### src/rtl/fir_peak_detector.sv
// Frame-based peak detector for the matched-filter output stream: tracks the largest |sample|
// and its first index over FRAME_LENGTH valid samples, then emits a one-cycle report.
module fir_peak_detector #(
    parameter int unsigned DATA_WIDTH   = 24,
    parameter int unsigned FRAME_LENGTH = 256,
    parameter int unsigned INDEX_WIDTH  = 8
) (
    input  logic                          i_clock,
    input  logic                          i_reset,
    input  logic                          i_start_flag,
    input  logic                          i_abort_flag,
    input  logic                          i_data_valid,
    input  logic signed [DATA_WIDTH-1:0]  i_data_in,
    input  logic        [DATA_WIDTH-1:0]  i_threshold,
    output logic        [DATA_WIDTH-1:0]  o_peak_value,
    output logic        [INDEX_WIDTH-1:0] o_peak_index,
    output logic                          o_peak_detected,
    output logic                          o_peak_valid,
    output logic                          o_busy
);

    typedef enum logic [1:0] {
        StIdle   = 2'd0,
        StSearch = 2'd1,
        StReport = 2'd2
    } state_e;

    localparam logic [INDEX_WIDTH-1:0] LastIdx = INDEX_WIDTH'(FRAME_LENGTH - 1);

    state_e                  r_state, w_state_d;
    logic [DATA_WIDTH-1:0]   r_run_max, w_run_max_d;
    logic [INDEX_WIDTH-1:0]  r_run_idx, w_run_idx_d;
    logic [INDEX_WIDTH-1:0]  r_sample_count, w_sample_count_d;
    logic [DATA_WIDTH-1:0]   r_thr_latch, w_thr_latch_d;
    logic [DATA_WIDTH-1:0]   r_peak_value, w_peak_value_d;
    logic [INDEX_WIDTH-1:0]  r_peak_index, w_peak_index_d;
    logic                    r_peak_detected, w_peak_detected_d;
    logic                    r_peak_valid, w_peak_valid_d;
    logic                    r_busy, w_busy_d;

    logic [DATA_WIDTH-1:0]   w_data;
    logic [DATA_WIDTH-1:0]   w_mag;
    logic                    w_new_max;
    logic [DATA_WIDTH-1:0]   w_final_max;
    logic [INDEX_WIDTH-1:0]  w_final_idx;

    // Two's-complement negate in unsigned width: the most negative input lands on 2^(W-1).
    assign w_data      = i_data_in;
    assign w_mag       = w_data[DATA_WIDTH-1] ? (~w_data + DATA_WIDTH'(1)) : w_data;
    assign w_new_max   = (w_mag > r_run_max);
    assign w_final_max = w_new_max ? w_mag : r_run_max;
    assign w_final_idx = w_new_max ? r_sample_count : r_run_idx;

    always_comb begin
        w_state_d         = r_state;
        w_run_max_d       = r_run_max;
        w_run_idx_d       = r_run_idx;
        w_sample_count_d  = r_sample_count;
        w_thr_latch_d     = r_thr_latch;
        w_peak_value_d    = r_peak_value;
        w_peak_index_d    = r_peak_index;
        w_peak_detected_d = r_peak_detected;
        w_peak_valid_d    = 1'b0;

        case (r_state)
            StIdle: begin
                if (i_start_flag) begin
                    w_run_max_d      = '0;
                    w_run_idx_d      = '0;
                    w_sample_count_d = '0;
                    w_thr_latch_d    = i_threshold;
                    w_state_d        = StSearch;
                end
            end
            StSearch: begin
                if (i_abort_flag) begin
                    w_state_d = StIdle;
                end else if (i_data_valid) begin
                    w_run_max_d      = w_final_max;
                    w_run_idx_d      = w_final_idx;
                    w_sample_count_d = r_sample_count + INDEX_WIDTH'(1);
                    if (r_sample_count == LastIdx) begin
                        w_peak_value_d    = w_final_max;
                        w_peak_index_d    = w_final_idx;
                        w_peak_detected_d = (w_final_max >= r_thr_latch);
                        w_peak_valid_d    = 1'b1;
                        w_state_d         = StReport;
                    end
                end
            end
            StReport: begin
                w_state_d = StIdle;
            end
            default: begin
                w_state_d        = StIdle;
                w_run_max_d      = '0;
                w_run_idx_d      = '0;
                w_sample_count_d = '0;
                w_thr_latch_d    = '0;
            end
        endcase

        w_busy_d = (w_state_d != StIdle);
    end

    always_ff @(posedge i_clock) begin
        if (i_reset) begin
            r_state         <= StIdle;
            r_run_max       <= '0;
            r_run_idx       <= '0;
            r_sample_count  <= '0;
            r_thr_latch     <= '0;
            r_peak_value    <= '0;
            r_peak_index    <= '0;
            r_peak_detected <= 1'b0;
            r_peak_valid    <= 1'b0;
            r_busy          <= 1'b0;
        end else begin
            r_state         <= w_state_d;
            r_run_max       <= w_run_max_d;
            r_run_idx       <= w_run_idx_d;
            r_sample_count  <= w_sample_count_d;
            r_thr_latch     <= w_thr_latch_d;
            r_peak_value    <= w_peak_value_d;
            r_peak_index    <= w_peak_index_d;
            r_peak_detected <= w_peak_detected_d;
            r_peak_valid    <= w_peak_valid_d;
            r_busy          <= w_busy_d;
        end
    end

    assign o_peak_value    = r_peak_value;
    assign o_peak_index    = r_peak_index;
    assign o_peak_detected = r_peak_detected;
    assign o_peak_valid    = r_peak_valid;
    assign o_busy          = r_busy;

endmodule

### config.mk
export PLATFORM = sky130hd
export DESIGN_NAME = fir_peak_detector
export DESIGN_NICKNAME = d
export VERILOG_FILES = /design/src/rtl/fir_peak_detector.sv
export SDC_FILE = /design/constraint.sdc
export NUM_CORES = 1
export LEC_CHECK = 0
export ABC_CLOCK_PERIOD_IN_PS = 10750
export CAP_MARGIN = 10
export CORE_MARGIN = 1
export CORE_UTILIZATION = 45
export CTS_CLUSTER_DIAMETER = 40
export DETAILED_ROUTE_END_ITERATION = 8
export PLACE_DENSITY = 0.75
export SYNTH_ARGS = -nofsm -noshare
export SYNTH_HDL_FRONTEND = slang
export SYNTH_SLANG_ARGS = --single-unit
### constraint.sdc
create_clock -name i_clock -period 10.75 [get_ports i_clock]
set_clock_uncertainty 0.05 [all_clocks]
set_input_delay 1.6125 -clock i_clock [delete_from_list [all_inputs] [get_ports i_clock]]
set_output_delay 1.6125 -clock i_clock [all_outputs]
set_load 0.02 [all_outputs]
==> summary.txt <==
Status
  – Outcome: finished, final reports clean

Yosys
  – Post-synth EDFFs: 0
  – Predominant post-synthesis flop cell: dfxtp_1
  – FF+latch count, synth: 101
  – Register area share after synthesis: between 30% and 40%
  – Synthesized instance count: roughly 720
  – Yosys cell types: 53
  – Top cell type's share of synthesized area: between 30% and 40%
  – Syn. warnings: 0
  – Syn_nets: slightly above 800
  – Synth area leaders: dfxtp_1, ha_1, inv_1
  – Syn Area/Cell: approximately 8.3 sq um
  – Post-Syn Area: approximately 6000 sq um
  – Synth area leader: dfxtp_1
  – Async S/R FF share, synth: 0%

STA
  – Hold Violations, Final: 0
  – Worst slew pin tran: roughly 1.3 ns
  – Crit path time final: 7.15 ns
  – # setup viols final: 0
  – Final period util: 66.5%
  – Slew Limit Headroom: ~16%
  – Max-slew violation count: 0
  – Setup TNS Final: 0 ns
  – RSZ-0062 raised after global routing: false
  – Fmax: between 100 and 150 MHz

Clocking
  – TritonCTS sink count: about 100
  – CTS tree: done
  – Clock transition at path regs: 0.06 ns
  – CTS Buf Count: 9
  – Cts-stage hold buffer count: 0
  – Root buffer cell: clkbuf_16
  – Clock Latency Late Sink: around 0.36 ns
  – Clk buf depth: 2
  – Post-CTS setup buffer count: 0
  – H-tree depth: 3
  – Gates resized, CTS repair: 0

Power and ir drop
  – Max VDD drop: around 0.094 mV
  – Combinational power share: between 20% and 30%
  – Pint: 0.690 mW
  – Power Density: roughly 130 nW/um^2
  – Sw Ratio: 29.2%
  – Net Sw Power: 0.285 mW
  – Clock power share: 36.9%
  – P_leak: between 2 and 3 nW
  – Flop pwr share: 40.0%

Route
  – Initial DRT Pass Iterations: 6
  – Iter 0 DRT Violations: ~640
  – Vias: between 5k and 6k
  – WL/cell: between 15 and 20 um
  – Final wirelength: 15900 um
  – Vias per cell: ~5.8
  – Drt drc: 0
  – ANT nets after route: 0

Critical path
  – Origin of the critical flop-to-flop path: r_run_max[23]
  – Crit Path Max Fanout: 44
  – Highest-delay cell along the critical path: or4_1
  – Crit-path cells: clkdlybuf4s50_1 -> or4_1 -> or3b_1 -> or2_4 -> o31ai_2 -> xor2_1 -> inv_1 -> ha_1 -> nand4_1 -> nor4_1 -> nand2_1 -> o21ai_4 -> buf_4 -> mux2i_1 -> ha_1 -> nand2b_1 -> a21o_1 -> a21o_1 -> a21oi_1 -> o21ai_0 -> a211oi_1 -> o21ai_0
  – Critical Path Sink Type: flop
  – Critical Path Max Stage Delay: about 0.54 ns
  – WP data arrival: about 7.3 ns
  – CP required: about 11 ns
  – Worst setup path class: in2reg
  – Buf/Inv on CP: 3
  – Setup crit start kind: primary input
  – Cell class contributing the biggest share of worst-path delay: simple AND/OR/NAND/NOR gates
  – CP Launch Point: i_data_in[11]

Global route
  – First-pass GRT wire length: ~26000 um
  – Remaining Overflow, GRT: 0
  – Initial antenna violation count: 0
  – Gr usage total: a little under a quarter
  – Vias in the first global route: between 5k and 6k
  – Pin count of the biggest net entering global routing: ~120

Layout
  – FF+latch area: between 2000 and 2500 sq um
  – Fillers: about 1.1k
  – Ratio of cells with drive above 1 in the final layout: between 4 and 5%
  – Area Overhead vs Synth: 21.6%
  – Area of the multi-input gates: 3510 sq um
  – Finished layout cell area: 7280 sq um
  – Nets: between 800 and 900

Floorplan
  – Die ar.: roughly 14000 sq um
  – Starting density of the core: 46.9%
  – DIE WIDTH: ~120 um
  – Row count: about 40
  – CORE AREA: about 13000 sq um
  – Top-level I/O count: just under 90
  – Die height: around 120 um

Placed design
  – Final RePlAce weighted congestion: ~0.93
  – HPWL Detailed: between 10000 and 15000 um
  – Port Buffers: slightly below 90
  – Placed cell area: about 7000 sq um

Hold path
  – HP Start: r_run_idx[6]
  – Worst min path class: reg2reg

Flow run
  – Max Cap Viol: 0
==> tightest hold or removal path: stages (launching register included) <==
cell	delay, ns
dfxtp_1	0.30
inv_1	0.06
a311oi_1	0.07
==> worst paths after layout <==
kind                     endpoint  slack [ns]  depth (start not counted)
hold reg to reg   o_peak_index[6]        0.42                          2
hold / removal    o_peak_index[6]        0.42                          2
setup / recovery  o_peak_detected        3.60                         22
setup reg to reg  o_peak_detected        6.80                         16
==> layout make-up <==
| cell class | count | share of cell area (%) |
|---|---|---|
| diodes | 1 | 0.0344 |
| clock buffers | 13 | 3.57 |
| clock inverters | 3 | 0.928 |
| inverters | 79 | 4.07 |
| multi-input cells | 491 | 48.2 |
| flip-flops and latches | 101 | 27.8 |
| well taps | 172 | 2.95 |
| repair buffers | 92 | 12.4 |
==> cells by family (layout without fill, tap and decap cells) <==
family	count (synthesis)	count (layout)	share of synthesized area [%]
and+or+nand+nor	231	231	21.4
AOI/OAI and AO/OA	177	177	21.2
buffers and inverters	126	187	7.94
DFF	101	101	33.8
adders and majority gates	53	53	11.1
xor gates and xnor gates	26	26	3.93
muxes	4	4	0.669
other	0	1	0
==> layer usage <==
| layer | wire (um) | GRT usage [%] | share of wire [%] | vias to the layer above |
|---|---|---|---|---|
| li1 | - | - | - | 2681 |
| met1 | 7320 | 30.8 | 46 | 2593 |
| met2 | 7280 | 37.8 | 46 | 181 |
| met3 | 994 | 5.11 | 6.2 | 24 |
| met4 | 310 | 9.98 | 1.9 | 0 |
| met5 | 0 | 0 | 0 | - |
==> cells in the mapped netlist (2+ instances only) <==
cell,n
o311ai_0,10
clkbuf_1,34
a21o_1,5
a311oi_1,6
nor3_1,3
or2_1,2
o311ai_1,7
nor4_1,5
mux2i_1,4
nand2b_1,32
buf_1,11
inv_1,79
o21ai_0,23
dfxtp_1,101
a21oi_1,34
or3_1,4
o211ai_1,5
nand4b_1,7
buf_2,2
nand3b_1,35
a22oi_1,24
a211o_1,2
a211oi_1,7
and3_1,2
nand3_1,6
o41ai_1,2
or4_1,4
or2_2,4
and2_1,3
xor2_1,17
nor2b_1,7
nor2_1,64
o21ai_1,9
o31ai_2,2
ha_1,53
nand4_1,13
xnor2_1,8
nand2_1,34
o31ai_1,5
o32ai_1,30
==> registers in the layout, indices dropped and copies added, names as in the netlist <==
signal           flops
o_peak_detected      1
r_thr_latch         24
r_sample_count       8
o_peak_index         8
o_busy               1
o_peak_valid         1
r_run_max           24
r_state              2
o_peak_value        24
r_run_idx            8
==> cells in the final DEF, fill, tap and decap left out, types with 3 or more instances in the layout <==
cell type / netlist / routed
a211oi_1: 7 / 7
a21o_1: 5 / 5
a21oi_1: 34 / 33
a22oi_1: 24 / 24
a311oi_1: 6 / 6
and2_1: 3 / 3
buf_4: 0 / 6
clkbuf_16: 0 / 9
clkdlybuf4s50_1: 0 / 86
dfxtp_1: 101 / 101
ha_1: 53 / 53
inv_1: 79 / 79
mux2i_1: 4 / 4
nand2_1: 34 / 34
nand2b_1: 32 / 32
nand3_1: 6 / 6
nand3b_1: 35 / 35
nand4_1: 13 / 13
nand4b_1: 7 / 7
nor2_1: 64 / 64
nor2b_1: 7 / 7
nor3_1: 3 / 3
nor4_1: 5 / 5
o211ai_1: 5 / 5
o21ai_0: 23 / 23
o21ai_1: 9 / 8
o311ai_0: 10 / 10
o311ai_1: 7 / 7
o31ai_1: 5 / 5
o32ai_1: 30 / 30
or2_2: 4 / 4
or3_1: 4 / 4
or4_1: 4 / 4
xnor2_1: 8 / 8
xor2_1: 17 / 17
==> metrics by stage <==
stage	power, mW	util (%)	instances	hold slack (ns)	worst slack [ns]
after CTS	0.977	57.0	951	0.426	3.65
after floorplan	0.545	-	718	0.398	4.31
final	0.975	57.0	952	0.422	3.60
after detailed placement	0.619	54.4	935	0.416	3.37
after global routing	1.02	57.0	951	0.441	3.09
after global placement	0.608	54.4	935	0.409	3.69
==> power by group through the flow <==
stage          clock, mW  sequential (mW)  combinational, mW
3_3_place_gp           0            0.397              0.211
4_1_cts            0.365            0.389              0.223
5_1_grt            0.378            0.390              0.252
6_report           0.360            0.390              0.225
2_1_floorplan          0            0.396              0.149
3_5_place_dp           0            0.398              0.221
Note: power is estimated with default switching activity, not from simulation.
